$ cat src/rtl/temp_pkg.sv
// Shared definitions for the temperature polling scheduler: state encoding,
// temperature field layout and the alert comparison.
package temp_pkg;

  typedef enum logic [1:0] {
    IDLE  = 2'd0,
    ISSUE = 2'd1,
    WAIT  = 2'd2,
    RETRY = 2'd3
  } state_e;

  localparam logic [1:0] ST_IDLE  = IDLE;
  localparam logic [1:0] ST_ISSUE = ISSUE;
  localparam logic [1:0] ST_WAIT  = WAIT;
  localparam logic [1:0] ST_RETRY = RETRY;

  localparam int TEMP_MSB = 15;
  localparam int TEMP_LSB = 4;
  localparam int TEMP_W   = TEMP_MSB - TEMP_LSB + 1;

  localparam logic [7:0] SNS_ADDR = 8'h91;

  // Signed compare of the 12-bit temperature field against the alert limit.
  function automatic logic temp_at_or_above(input logic [15:0]       sample,
                                            input logic [TEMP_W-1:0] limit);
    logic signed [TEMP_W-1:0] t;
    logic signed [TEMP_W-1:0] l;
    t = $signed(sample[TEMP_MSB:TEMP_LSB]);
    l = $signed(limit);
    return t >= l;
  endfunction

endpackage

$ cat src/rtl/temp_poll_timer.sv
// Free-running sample period counter; tick marks the last cycle of each period
// and the count is held at zero while disabled.
module temp_poll_timer #(
  parameter int PERIOD_CYCLES = 100000
) (
  input  logic clk,
  input  logic reset,
  input  logic enable,
  output logic tick
);

  localparam int CW = (PERIOD_CYCLES > 2) ? $clog2(PERIOD_CYCLES) : 1;
  localparam logic [CW-1:0] TERM = CW'(PERIOD_CYCLES - 1);

  logic [CW-1:0] cnt_q;
  logic [CW-1:0] cnt_d;

  always_comb begin
    cnt_d = cnt_q;
    if (!enable) begin
      cnt_d = '0;
    end else if (cnt_q == TERM) begin
      cnt_d = '0;
    end else begin
      cnt_d = cnt_q + 1'b1;
    end
  end

  always_ff @(posedge clk or negedge reset) begin
    if (!reset) begin
      cnt_q <= '0;
    end else begin
      cnt_q <= cnt_d;
    end
  end

  assign tick = enable && (cnt_q == TERM);

endmodule

$ cat src/rtl/temp_poll_ctrl.sv
// Schedules temperature-sensor reads (periodic and on request) with timeout
// and bounded retry, holding the last good sample and an over-temp alert.
module temp_poll_ctrl
  import temp_pkg::*;
#(
  parameter int PERIOD_CYCLES  = 100000,
  parameter int TIMEOUT_CYCLES = 4096,
  parameter int MAX_RETRY      = 2
) (
  input  logic        clk,
  input  logic        reset,
  input  logic        enable,
  input  logic        req,
  input  logic [11:0] thresh,
  input  logic        err_clr,
  output logic        sns_start,
  input  logic        sns_done,
  input  logic        sns_nack,
  input  logic [15:0] sns_data,
  output logic [15:0] temp,
  output logic        temp_valid,
  output logic        alert,
  output logic        err,
  output logic        busy
);

  localparam int WCW = (TIMEOUT_CYCLES > 2) ? $clog2(TIMEOUT_CYCLES) : 1;
  localparam int RCW = (MAX_RETRY > 0) ? $clog2(MAX_RETRY + 1) : 1;
  localparam logic [WCW-1:0] WAIT_LAST = WCW'(TIMEOUT_CYCLES - 1);
  localparam logic [RCW-1:0] RETRY_MAX = RCW'(MAX_RETRY);

  logic           tick;
  logic [1:0]     state_q,   state_d;
  logic           pending_q, pending_d;
  logic [WCW-1:0] wait_q,    wait_d;
  logic [RCW-1:0] retry_q,   retry_d;
  logic [15:0]    temp_q,    temp_d;
  logic           tv_q,      tv_d;
  logic           alert_q,   alert_d;
  logic           err_q,     err_d;
  logic           launch;
  logic           give_up;

  temp_poll_timer #(
    .PERIOD_CYCLES(PERIOD_CYCLES)
  ) u_timer (
    .clk   (clk),
    .reset (reset),
    .enable(enable),
    .tick  (tick)
  );

  always_comb begin
    state_d = state_q;
    wait_d  = wait_q;
    retry_d = retry_q;
    temp_d  = temp_q;
    tv_d    = 1'b0;
    alert_d = alert_q;
    launch  = 1'b0;
    give_up = 1'b0;

    case (state_q)
      ST_IDLE: begin
        if (pending_q) begin
          state_d = ST_ISSUE;
          retry_d = '0;
          launch  = 1'b1;
        end
      end
      ST_ISSUE: begin
        state_d = ST_WAIT;
        wait_d  = '0;
      end
      ST_WAIT: begin
        wait_d = wait_q + 1'b1;
        // A good completion on the timeout cycle still counts as success.
        if (sns_done && !sns_nack) begin
          temp_d  = sns_data;
          tv_d    = 1'b1;
          alert_d = temp_at_or_above(sns_data, thresh);
          state_d = ST_IDLE;
        end else if ((sns_done && sns_nack) || (wait_q == WAIT_LAST)) begin
          if (retry_q < RETRY_MAX) begin
            retry_d = retry_q + 1'b1;
            state_d = ST_RETRY;
          end else begin
            give_up = 1'b1;
            state_d = ST_IDLE;
          end
        end
      end
      ST_RETRY: begin
        state_d = ST_ISSUE;
      end
      default: begin
        state_d = ST_IDLE;
      end
    endcase
  end

  // Requests landing while a transaction runs fold into one follow-up.
  assign pending_d = (pending_q && !launch) || tick || req;
  assign err_d     = give_up || (err_q && !err_clr);

  always_ff @(posedge clk or negedge reset) begin
    if (!reset) begin
      state_q   <= ST_IDLE;
      pending_q <= 1'b0;
      wait_q    <= '0;
      retry_q   <= '0;
      temp_q    <= '0;
      tv_q      <= 1'b0;
      alert_q   <= 1'b0;
      err_q     <= 1'b0;
    end else begin
      state_q   <= state_d;
      pending_q <= pending_d;
      wait_q    <= wait_d;
      retry_q   <= retry_d;
      temp_q    <= temp_d;
      tv_q      <= tv_d;
      alert_q   <= alert_d;
      err_q     <= err_d;
    end
  end

  assign sns_start  = (state_q == ST_ISSUE);
  assign busy       = (state_q != ST_IDLE);
  assign temp       = temp_q;
  assign temp_valid = tv_q;
  assign alert      = alert_q;
  assign err        = err_q;

endmodule

$ cat config.mk
export PLATFORM = sky130hd
export DESIGN_NAME = temp_poll_ctrl
export DESIGN_NICKNAME = d
export VERILOG_FILES = /design/src/rtl/temp_pkg.sv /design/src/rtl/temp_poll_timer.sv /design/src/rtl/temp_poll_ctrl.sv
export SDC_FILE = /design/constraint.sdc
export NUM_CORES = 1
export LEC_CHECK = 0
export CAP_MARGIN = 0
export CORE_MARGIN = 5
export CORE_UTILIZATION = 40
export DETAILED_ROUTE_END_ITERATION = 8
export PLACE_DENSITY = 0.71
export RECOVER_POWER = 25
export SLEW_MARGIN = 20
export SYNTH_ARGS = -nofsm -noshare
export SYNTH_HDL_FRONTEND = slang
export SYNTH_SLANG_ARGS = --single-unit
$ cat constraint.sdc
create_clock -name clk -period 2.25 [get_ports clk]
set_input_delay 0.675 -clock clk [delete_from_list [all_inputs] [get_ports clk]]
set_output_delay 0.675 -clock clk [all_outputs]
set_load 0.03 [all_outputs]
# Word level (Yosys, flattened, before mapping)
# Index checks and enable logic that the tools add are counted.
op_classes:
  addsub: 3
  magnitude_cmp: 2
  n_eq_ne: 10
  n_mux: 21
  n_reduce_logical: 19
op_table:
  columns: ["op", "count"]
  rows:
  - ["17-bit 2-to-1 mux", 2]
  - ["12-bit case mux with 2 select lines", 1]
  - ["17-bit by 1-bit adder with 17-bit output (second input constant)", 1]
  - ["17-bit == test (second input constant)", 1]
  - ["2-bit 2-to-1 mux", 8]
  - ["12-bit by 1-bit adder with 12-bit output (second input constant)", 1]
  - ["12-bit == test (second input constant)", 1]
  - ["12-bit >= comparator", 1]
  - ["1-bit 2-to-1 mux", 8]
  - ["2-bit != test (second input constant)", 4]
  - ["2-bit case mux with 4 select lines", 1]
  - ["2-bit nonzero test", 3]
  - ["1-bit logical AND", 5]
  - ["5-bit AND reduction", 1]
  - ["2-bit == test (second input constant)", 2]
  - ["1-bit logical OR", 4]
  - ["2-bit case mux with 2 select lines", 1]
  - ["2-bit AND reduction", 2]
  - ["1-bit logical NOT", 3]
  - ["3-bit != test (second input constant)", 1]
  - ["2-bit by 1-bit adder with 2-bit output (second input constant)", 1]
  - ["2-bit by 1-bit == test with 1-bit output (second input constant)", 1]
  - ["2-bit logical NOT", 1]
  - ["2-bit < comparator (second input constant)", 1]
totals:
  ff_bits: 53
  inputBits: 35
  out_inout_bits: 21
  elab_cells: 64

# Logic depth before layout (Yosys ltp)
# Gate-level depths: netlist of run 1.
depth:
  word_depth: 6
  mapped_depth: 7
  depth_no_buf: 7

# Cells and area by module
# A second synthesis of run 1 with hierarchy kept.
unflattened:
  cells_unflattened: 305
  area_unflattened_um2: 2827.7
by_module_without_submodules:
  columns: ["module", "n_inst", "cells_per_inst", "area_per_inst_um2", "seq_area_each_um2"]
  rows:
  - ["temp_poll_ctrl", 1, 218, 1935.6, 900.9]
  - ["temp_poll_timer", 1, 87, 892.1, 425.4]

# Worst setup path before layout of run 1
# Ideal clock, no wire load.
synth_timing:
  path_type: "input to register"
  start: "input thresh[1]"
  end: "register alert_q (netlist: alert)"
  setup_ps: 126
  arrival_time_ps: 1984
  required_ps: 2124
  path_slack_ps: 140
  stages: 7
  path_buffers: 0
  cell_sequence: "inv_1 ha_1 nor2b_1 o211ai_1 a2111oi_0 or4_1 o311a_1"
synth_between:
  elab_chain_len: 1
synth_lines:
  columns: ["item", "line_no", "text"]
  rows:
  - ["from (decl)", "temp_poll_ctrl.sv:14", "input logic [11:0] thresh,"]
  - ["12-bit >= comparator", "temp_pkg.sv:30", "return t >= l;"]
  - ["to (signal assigned)", "temp_poll_ctrl.sv:123", "alert_q <= alert_d;"]
  - ["to (decl)", "temp_poll_ctrl.sv:39", "logic alert_q, alert_d;"]
# No other way between the ends.
# A chain may end at the register's enable or synchronous reset.

# Worst setup path in the final report of run 1
layout_timing:
  start: "input thresh[5]"
  end: "register alert_q (netlist: alert)"
# The elaborated chain is that of the path after synthesis.

==> results summary, run 1 <==
Total power for the finished layout comes to 3.25 mW. The global routing usage summed across all routing layers is 14.2%. The max-slew violation total from the final report is 0. The share of total power in the clock network came out at 17.0%. The die area is 0.00862 mm^2. The total cell area at the placement stage is 0.00347 mm^2.

The synthesized netlist contains 43 unique library cells. 0 antenna diodes ended up in the layout. The post-synthesis instance area came out at 0.00275 mm^2. The count of yosys warnings during synthesis is 0. Of the total power, combinational logic draws 44.4%. The post-synthesis net count came out at 318. The routed layout has 2083 vias.

In this run the tightest slew margin relative to its limit is 15.7%. Measured along the y axis, the die boundary spans 92.9 um. On the final layout, the worst clock skew is 8.20 ps.

The slack of the worst reg-to-reg path is 380 ps. The smallest clock period supported by the final layout is computed as 2160 ps. The number of hold buffers added after CTS was 0. For hold timing, the worst endpoint is temp[15]$_DFFE_PN0P_. The number of design-rule violations left by the first detailed-router iteration is 59. Port buffering added 55 buffers. The number of synthesized flops with an enable pin came out at 0. Synthesis inferred 53 register bits.

The placeable core region is 0.00676 mm^2. The routability congestion estimate is 0.853. Setup repair after global routing left no endpoint under its margin.

The DRC violations left came out at 0. The path class of the tightest hold or removal check is reg2reg. The kind of launch point of the worst setup path is a primary input. The number of violations of the max-capacitance limit is 0. The transition time at the pin with the least slew margin is 1260 ps. The maximum number of pins on one net before global-route repair is 54.

The startpoint of the lowest-slack register-to-register path is state_q[0]$_DFFE_PN0P_. Measured along the x axis, the die boundary spans 92.9 um. The initial utilization of the core area, before any placement, comes to 40.6%. The static leakage is 1.71 nW. The worst-path maximum fanout is 2. The flow ran to the end, and the final reports show no timing, DRC or antenna violations. The arithmetic-cell share of the synthesized area counting full adders, half adders and majority gates is 7.74%. The worst setup path is captured at a flop. Of the total power, the share spent switching nets is 36.9%. The compound-gate portion of the synthesized area came out at 6.06%. The share of total power in sequential cells is 38.6%.

Derived from the worst setup path, the maximum achievable clock frequency is 0.464 GHz. The number of cell instances on the worst register-to-register path is 7. For this run, asynchronously set or reset flops after synthesis account for 100%. The number of routed nets with antenna violations came out at 0.

The initialized floorplan defines 30 standard-cell rows. Summed over all layers, the global routing overflow is 0. By area the synthesized netlist is led by sky130_fd_sc_hd__dfrtp_1 48%, sky130_fd_sc_hd__ha_1 7.7%, sky130_fd_sc_hd__mux2_2 7.0%, sky130_fd_sc_hd__xor2_1 4.5%, sky130_fd_sc_hd__nor2_1 4.4%. The required time at the worst-slack endpoint came out at 2440 ps.

The synthesized design spends more area on one cell type than any other, namely sky130_fd_sc_hd__dfrtp_1. Counting instances, the worst hold path has a depth of 1. The post-detailed-route via-to-cell ratio is 5.00. Clock tree synthesis inserted a total of 5 buffers.

The first global-routing pass estimated 9940 um of wire. The internal portion of the total power is 2.05 mW. Dividing the detail-routed wire length by the instance count gives 13.6 um. The total setup violations reported at the end of the flow came out at 0. The post-synthesis average cell area came out at 10.3 um^2. The instance count of the mapped netlist came out at 266. The register area share after synthesis is 48.3%. The startpoint of the most critical hold path is temp[15]$_DFFE_PN0P_. The fraction of synthesized cell area taken by the top area cell type came out at 48.3%. The net count of the finished layout is 389. The launching instance or port of the critical path is thresh[5]. The number of H-tree levels is 2. Dividing total power by cell area gives a power density of 867 mW/mm^2.

The via count of the first global-routing pass came out at 2184. The wire length after detailed routing is 5680 um. The clock net in this run drives a total of 53 sinks. The number of buffers on the longest clock path is 2. The final cell area excluding filler cells is 0.00374 mm^2. The clock transition at the register clock pins on the worst setup and hold paths after CTS came out at 90 ps. The first-pass iteration count of the detailed router came out at 4. The worst slack on hold paths came out at 511 ps. The share of cell area taken by muxes after synthesis is 8.06%. STA puts the critical path data arrival time at 2350 ps. The number of antenna violations at the first check in global routing was 0.

The post-synthesis xor/xnor area fraction is 7.02%. The classification of the worst setup path is in2reg. In this run the power spent charging and discharging nets is 1.20 mW. The clock insertion delay at the later pin of the skew report is 310 ps. Of the cells placed in the final design, the portion with a size suffix greater than 1 is 19.0%.

The number of I/O pins is 56. In the synthesized netlist the dominant register cell turns out to be sky130_fd_sc_hd__dfrtp_1. The CTS tree is built. The hold violation total from the final report was 0. Compared with the post-synthesis result, the final layout area differs by 36.3%. The wire-length estimate of the detail-placed layout is 4230 um. The largest vdd supply drop is 0.375 mV. The capturing point of the worst reg2reg path is retry_q[0]$_DFFE_PN0P_. The basic-gate share of the synthesized area counting and, or, nand and nor cells is 18.0%. The combinational family with the most area after synthesis is simple AND/OR/NAND/NOR gates. The tree is rooted in a sky130_fd_sc_hd__clkbuf_8.

In the finished design, the share of the clock period the worst path needs comes to 95.8%.
[critical path: stages]
cell                              delay, ps
sky130_fd_sc_hd__clkdlybuf4s50_1        450
sky130_fd_sc_hd__inv_1                   60
sky130_fd_sc_hd__ha_4                   240
sky130_fd_sc_hd__a21oi_2                130
sky130_fd_sc_hd__o21a_1                 140
sky130_fd_sc_hd__o21ai_2                 60
sky130_fd_sc_hd__or4_1                  460
sky130_fd_sc_hd__o311a_1                120
[sequential cells by signal, summed over array words and instances (netlist names)]
name / count
u_timer.cnt_q: 17
temp: 16
wait_q: 12
retry_q: 2
state_q: 2
alert: 1
err: 1
pending_q: 1
temp_valid: 1
[what timing repair did]
item                       in CTS  in global routing
setup buffers                   2                  0
pin swaps                      11                 15
gates cloned                    0                  0
resized for setup              10                 31
setup endpoints to repair       3                  1
[worst max path at each step]
stage	endpoint	slack, ps	cells past startpoint
after global placement	alert$_DFFE_PN0P_	-400	8
after global routing	alert$_DFFE_PN0P_	2	7
after detailed placement	alert$_DFFE_PN0P_	-450	8
final	alert$_DFFE_PN0P_	90	8
after CTS	alert$_DFFE_PN0P_	0.8	8
after floorplan	alert$_DFFE_PN0P_	140	7
[power groups by stage]
stage / registers [mW] / clock network [mW] / logic, mW
detailed placement: 1.27 / 0 / 1.43
finish: 1.25 / 0.553 / 1.44
floorplan: 1.57 / 0 / 0.530
global placement: 1.27 / 0 / 1.41
CTS: 1.26 / 0.586 / 1.43
global route: 1.29 / 0.614 / 1.54
[cells in the mapped netlist (3+ instances only)]
| cell type | count |
|---|---|
| sky130_fd_sc_hd__o21ai_0 | 8 |
| sky130_fd_sc_hd__clkbuf_1 | 3 |
| sky130_fd_sc_hd__mux2i_1 | 3 |
| sky130_fd_sc_hd__and3_1 | 7 |
| sky130_fd_sc_hd__mux2_2 | 17 |
| sky130_fd_sc_hd__and4_1 | 3 |
| sky130_fd_sc_hd__ha_1 | 17 |
| sky130_fd_sc_hd__xor2_1 | 14 |
| sky130_fd_sc_hd__o22ai_1 | 3 |
| sky130_fd_sc_hd__xnor2_1 | 8 |
| sky130_fd_sc_hd__nand3_1 | 14 |
| sky130_fd_sc_hd__nor3_1 | 4 |
| sky130_fd_sc_hd__nand2_1 | 18 |
| sky130_fd_sc_hd__nor2_1 | 32 |
| sky130_fd_sc_hd__a21oi_1 | 5 |
| sky130_fd_sc_hd__nand4_1 | 4 |
| sky130_fd_sc_hd__dfrtp_1 | 53 |
| sky130_fd_sc_hd__inv_1 | 22 |
[logic make-up after synthesis]
kind of cell,Yosys count
flops,53
compound gates,26
mux,20
xor+xnor,22
buf+inv,29
fa+ha+maj,17
simple gates,99
[routing by layer]
metal	part of all wire, %	track usage (%)	routed length [um]	vias up
li1	-	-	-	1048
met1	46	17.4	2620	999
met2	49	24.9	2800	29
met3	3.2	3.09	182	7
met4	1.4	4.40	80	0
met5	0	0	0	-
[final cells by class]
| type | instances | area, um^2 |
|---|---|---|
| Tap cell | 80 | 100 |
| Timing Repair Buffer | 71 | 689 |
| Clock inverter | 1 | 7.51 |
| Sequential cell | 53 | 1330 |
| Inverter | 22 | 82.6 |
| Clock buffer | 6 | 82.6 |
| Fill cell | 574 | 3010 |
| Multi-Input combinational cell | 184 | 1450 |
[through the flow]
stage	util (%)	instances	TNS (ps)	worst slack, ps
CTS	53.6	418	0	0.848
global route	55.4	417	0	1.89
global placement	51.3	409	-404	-404
finish	55.4	417	0	93.7
detailed placement	51.3	409	-450	-450
floorplan	-	266	0	140
[placed cells by master, fill, tap and decap left out, drive strengths merged, types with 2 or more instances in the layout]
cell type | synthesis | final
nor2b | 2 | 2
a21oi | 5 | 5
and2b | 2 | 2
nand3 | 14 | 14
nand2 | 18 | 18
and3 | 7 | 7
nand4 | 4 | 4
and4 | 3 | 3
mux2i | 3 | 3
nor3b | 2 | 2
nand2b | 3 | 3
buf | 4 | 16
nor4 | 2 | 2
dlymetal6s2s | 0 | 12
nor3 | 4 | 4
dlygate4sd2 | 0 | 3
o21ai | 8 | 8
ha | 17 | 17
clkdlybuf4s50 | 0 | 39
and2 | 2 | 2
clkbuf | 3 | 7
xnor2 | 8 | 8
dfrtp | 53 | 53
xor2 | 14 | 14
mux2 | 17 | 17
inv | 22 | 22
nor2 | 32 | 32
o22ai | 3 | 3
Power figures use the tool's default switching activity.
==> run 2, diff against run 1 <==
--- a/config.mk
+++ b/config.mk
@@ -10,7 +10,7 @@
 export CORE_UTILIZATION = 40
 export DETAILED_ROUTE_END_ITERATION = 8
 export PLACE_DENSITY = 0.71
-export RECOVER_POWER = 25
+export RECOVER_POWER = 100
 export SLEW_MARGIN = 20
 export SYNTH_ARGS = -nofsm -noshare
 export SYNTH_HDL_FRONTEND = slang
==> results summary, run 2 (synthesis gave the netlist of run 1 again) <==
The filler cell count in the final layout came out at 578 (was 574). The total cell area at the placement stage is 0.00347 mm^2 (unchanged). The number of diodes added for antenna fixing came to 0 (unchanged). The cell with the largest stage delay on the worst path is sky130_fd_sc_hd__or4_1 (unchanged). The number of flip-flops in the largest register came out at 17 (unchanged). The number of design-rule violations left by the first detailed-router iteration is 56 (was 59). The wire length after detailed routing came to 5660 um (was 5680 um).

The required time at the worst-slack endpoint came out at 2440 ps (about the same). The quantity of I/O buffers inserted on ports came out at 55 (unchanged). The starting utilization of the core area is 40.6% (unchanged). The total power after layout came out at 3.17 mW (was 3.25 mW). Unrepaired setup endpoints after global routing: false (unchanged).

The average wire per standard cell was 13.6 um (about the same). The via count of the first global-routing pass was 2184 (unchanged). The placeable core region is 0.00676 mm^2 (unchanged).

The number of routed nets with antenna violations came to 0 (unchanged). The static leakage was 1.73 nW (was 1.71 nW). The post-detailed-route via-to-cell ratio was 5.01 (was 5.00). The share of layout cells above drive strength 1 is 18.4% (was 19.0%). The clock tree root buffer cell is sky130_fd_sc_hd__clkbuf_8 (unchanged).

The number of antenna violations at the first check in global routing is 0 (unchanged). The die area came out at 0.00862 mm^2 (unchanged). The total vias in the final route came to 2088 (was 2083).

The first-pass GRT wire length came out at 9940 um (unchanged). The classification of the worst setup path is in2reg (unchanged). The register containing the most flip-flops in the final layout was u_timer.cnt_q (unchanged). The routed metal-1 wire length is 2590 um (was 2620 um). The cell area power density is 849 mW/mm^2 (was 867 mW/mm^2). The total setup violations reported at the end of the flow came to 0 (unchanged).

The number of buffers on the longest clock path came out at 2 (unchanged). The leading cell type in the layout, fill and taps excluded is sky130_fd_sc_hd__dfrtp_1 (unchanged). The die boundary width came out at 92.9 um (unchanged). Most used cells in the layout excluding fill and tap cells: 53 x sky130_fd_sc_hd__dfrtp_1, 32 x sky130_fd_sc_hd__nor2_1, 20 x sky130_fd_sc_hd__dlygate4sd3_1 (was 53 x sky130_fd_sc_hd__dfrtp_1, 39 x sky130_fd_sc_hd__clkdlybuf4s50_1, 32 x sky130_fd_sc_hd__nor2_1). The layout overhead on the synthesized area was 35.9% (was 36.3%).

The CTS tree is built (unchanged). The total clock buffers created by CTS is 5 (unchanged). The kind of launch point of the worst setup path is a primary input (unchanged).

The worst-path maximum fanout was 2 (unchanged). The stage delay of the slowest cell on the critical path came out at 460 ps (about the same). The cts-stage hold buffer count came out at 0 (unchanged).

The peak clock frequency supported by timing is 0.464 GHz (about the same). The final critical-path required period came to 2160 ps (about the same). The clock insertion delay at the later pin of the skew report is 310 ps (about the same). The critical path arrival is 2350 ps (about the same). The first-pass iteration count of the detailed router came out at 4 (unchanged).

The largest vdd supply drop came out at 0.372 mV (was 0.375 mV). The post-route clock skew came out at 8.37 ps (was 8.20 ps). Run status: completed (unchanged). The placed wire-length estimate after detailed placement is 4230 um (unchanged). The number of rows created at floorplan was 30 (unchanged). The die outline height came out at 92.9 um (unchanged).

The sum of overflow across all layers after global routing came out at 0 (unchanged). The relative max-transition margin is 16.0% (was 15.7%). Cell-by-cell trace of the critical path: clkdlybuf4s50_1 -> inv_1 -> ha_4 -> a21oi_2 -> o21a_1 -> o21ai_2 -> or4_1 -> o311a_1 (unchanged). The count of clock tree sinks came to 53 (unchanged).

The share of the cycle needed by the critical path after routing came out at 95.8% (about the same). The family with the most delay on the worst path was buffers and inverters (unchanged). The path type of the worst min-delay path is reg2reg (unchanged). The transition time at the pin with the least slew margin is 1260 ps (about the same). The DRC violations left is 0 (unchanged). The routability congestion estimate came out at 0.853 (unchanged). The hold violation total from the final report was 0 (unchanged).

The highest metal layer with signal wires is met4 (unchanged). The wire length on met3 is 188 um (was 182 um). The global routing usage summed across all routing layers was 14.2% (unchanged).

The final cell area excluding filler cells is 0.00373 mm^2 (was 0.00374 mm^2). The worst setup slack after layout came out at 94.1 ps (was 93.7 ps). The number of H-tree levels was 2 (unchanged).

The clock transition at the register clock pins on the worst setup and hold paths after CTS came to 90 ps (about the same). The max-slew violation total from the final report came out at 0 (unchanged). The total met2 wirelength after detailed routing is 2800 um (about the same). The endpoint class of the critical path is a flop (unchanged). The worst setup timing slack at the placement stage came out at -450 ps (unchanged). The maximum number of pins on one net before global-route repair came out at 54 (unchanged). The final layout net count came out at 389 (unchanged).

The number of buffer and inverter instances along the worst setup path was 2 (unchanged). The number of I/O pins is 56 (unchanged). The number of violations of the max-capacitance limit came out at 0 (unchanged).
run 2: cell types whose count changed in the layout (fill, tap and decap cells not counted), sizes merged:
cell and delta:
clkdlybuf4s50 -20, buf -3, clkbuf +3, dlygate4sd3 +20
run 2: worst paths after layout:
path | from | endpoint | slack, ps | cells after the start
worst max-delay path | thresh[5] | alert$_DFFE_PN0P_ | 90 | 8
max in group asynchronous | reset | temp[4]$_DFFE_PN0P_ | 780 | 2
worst max register to register | u_timer.cnt_q[6]$_DFF_PN0_ | u_timer.cnt_q[5]$_DFF_PN0_ | 190 | 5
worst min-delay path | temp[0]$_DFFE_PN0P_ | temp[0]$_DFFE_PN0P_ | 500 | 1
min in group asynchronous | reset | u_timer.cnt_q[14]$_DFF_PN0_ | 710 | 2
worst min register to register | temp[0]$_DFFE_PN0P_ | temp[0]$_DFFE_PN0P_ | 500 | 1
run 2: timing repair:
action,in CTS,in global routing
resized for setup,10,31
pin swaps,11,15
endpoints found under the setup margin,3,1
setup buffers,2,0
run 2: cell type report:
cell class	count	area, um^2	share of cell area [%]
multi-input combinational	184	1450	38.9
sequential	53	1330	35.5
timing repair buffer	71	681	18.2
tap	80	100	2.68
clock buffer	6	82.6	2.21
inverter	22	82.6	2.21
clock inverter	1	7.51	0.201
run 2: metal layers:
metal | up-vias | track usage, %
li1 | 1047 | -
met1 | 1001 | 17.4
met2 | 33 | 24.9
met3 | 7 | 3.09
met4 | 0 | 4.40
met5 | - | 0
run 2: report_power, final:
| part | leakage (nW) | switching, mW | internal, mW |
|---|---|---|---|
| Clock | 0.0433 | 0.310 | 0.244 |
| Combinational | 0.987 | 0.783 | 0.585 |
| Sequential | 0.699 | 0.0979 | 1.15 |
| Total | 1.73 | 1.19 | 1.98 |
run 2: metrics by stage:
stage	std cells	util (%)	hold slack, ps	TNS, ps
global placement	409	51.3	488	-404
detailed placement	409	51.3	495	-450
finish	417	55.2	505	0
global route	417	55.2	524	0
floorplan	266	-	379	0
CTS	418	53.6	341	0
==> run 3, diff against run 2 <==
--- a/config.mk
+++ b/config.mk
@@ -11,7 +11,7 @@
 export DETAILED_ROUTE_END_ITERATION = 8
 export PLACE_DENSITY = 0.71
 export RECOVER_POWER = 100
-export SLEW_MARGIN = 20
+export SLEW_MARGIN = 0
 export SYNTH_ARGS = -nofsm -noshare
 export SYNTH_HDL_FRONTEND = slang
 export SYNTH_SLANG_ARGS = --single-unit
==> results of run 3 <==
No change in the layout: final DEF, timing and power equal those of run 2.
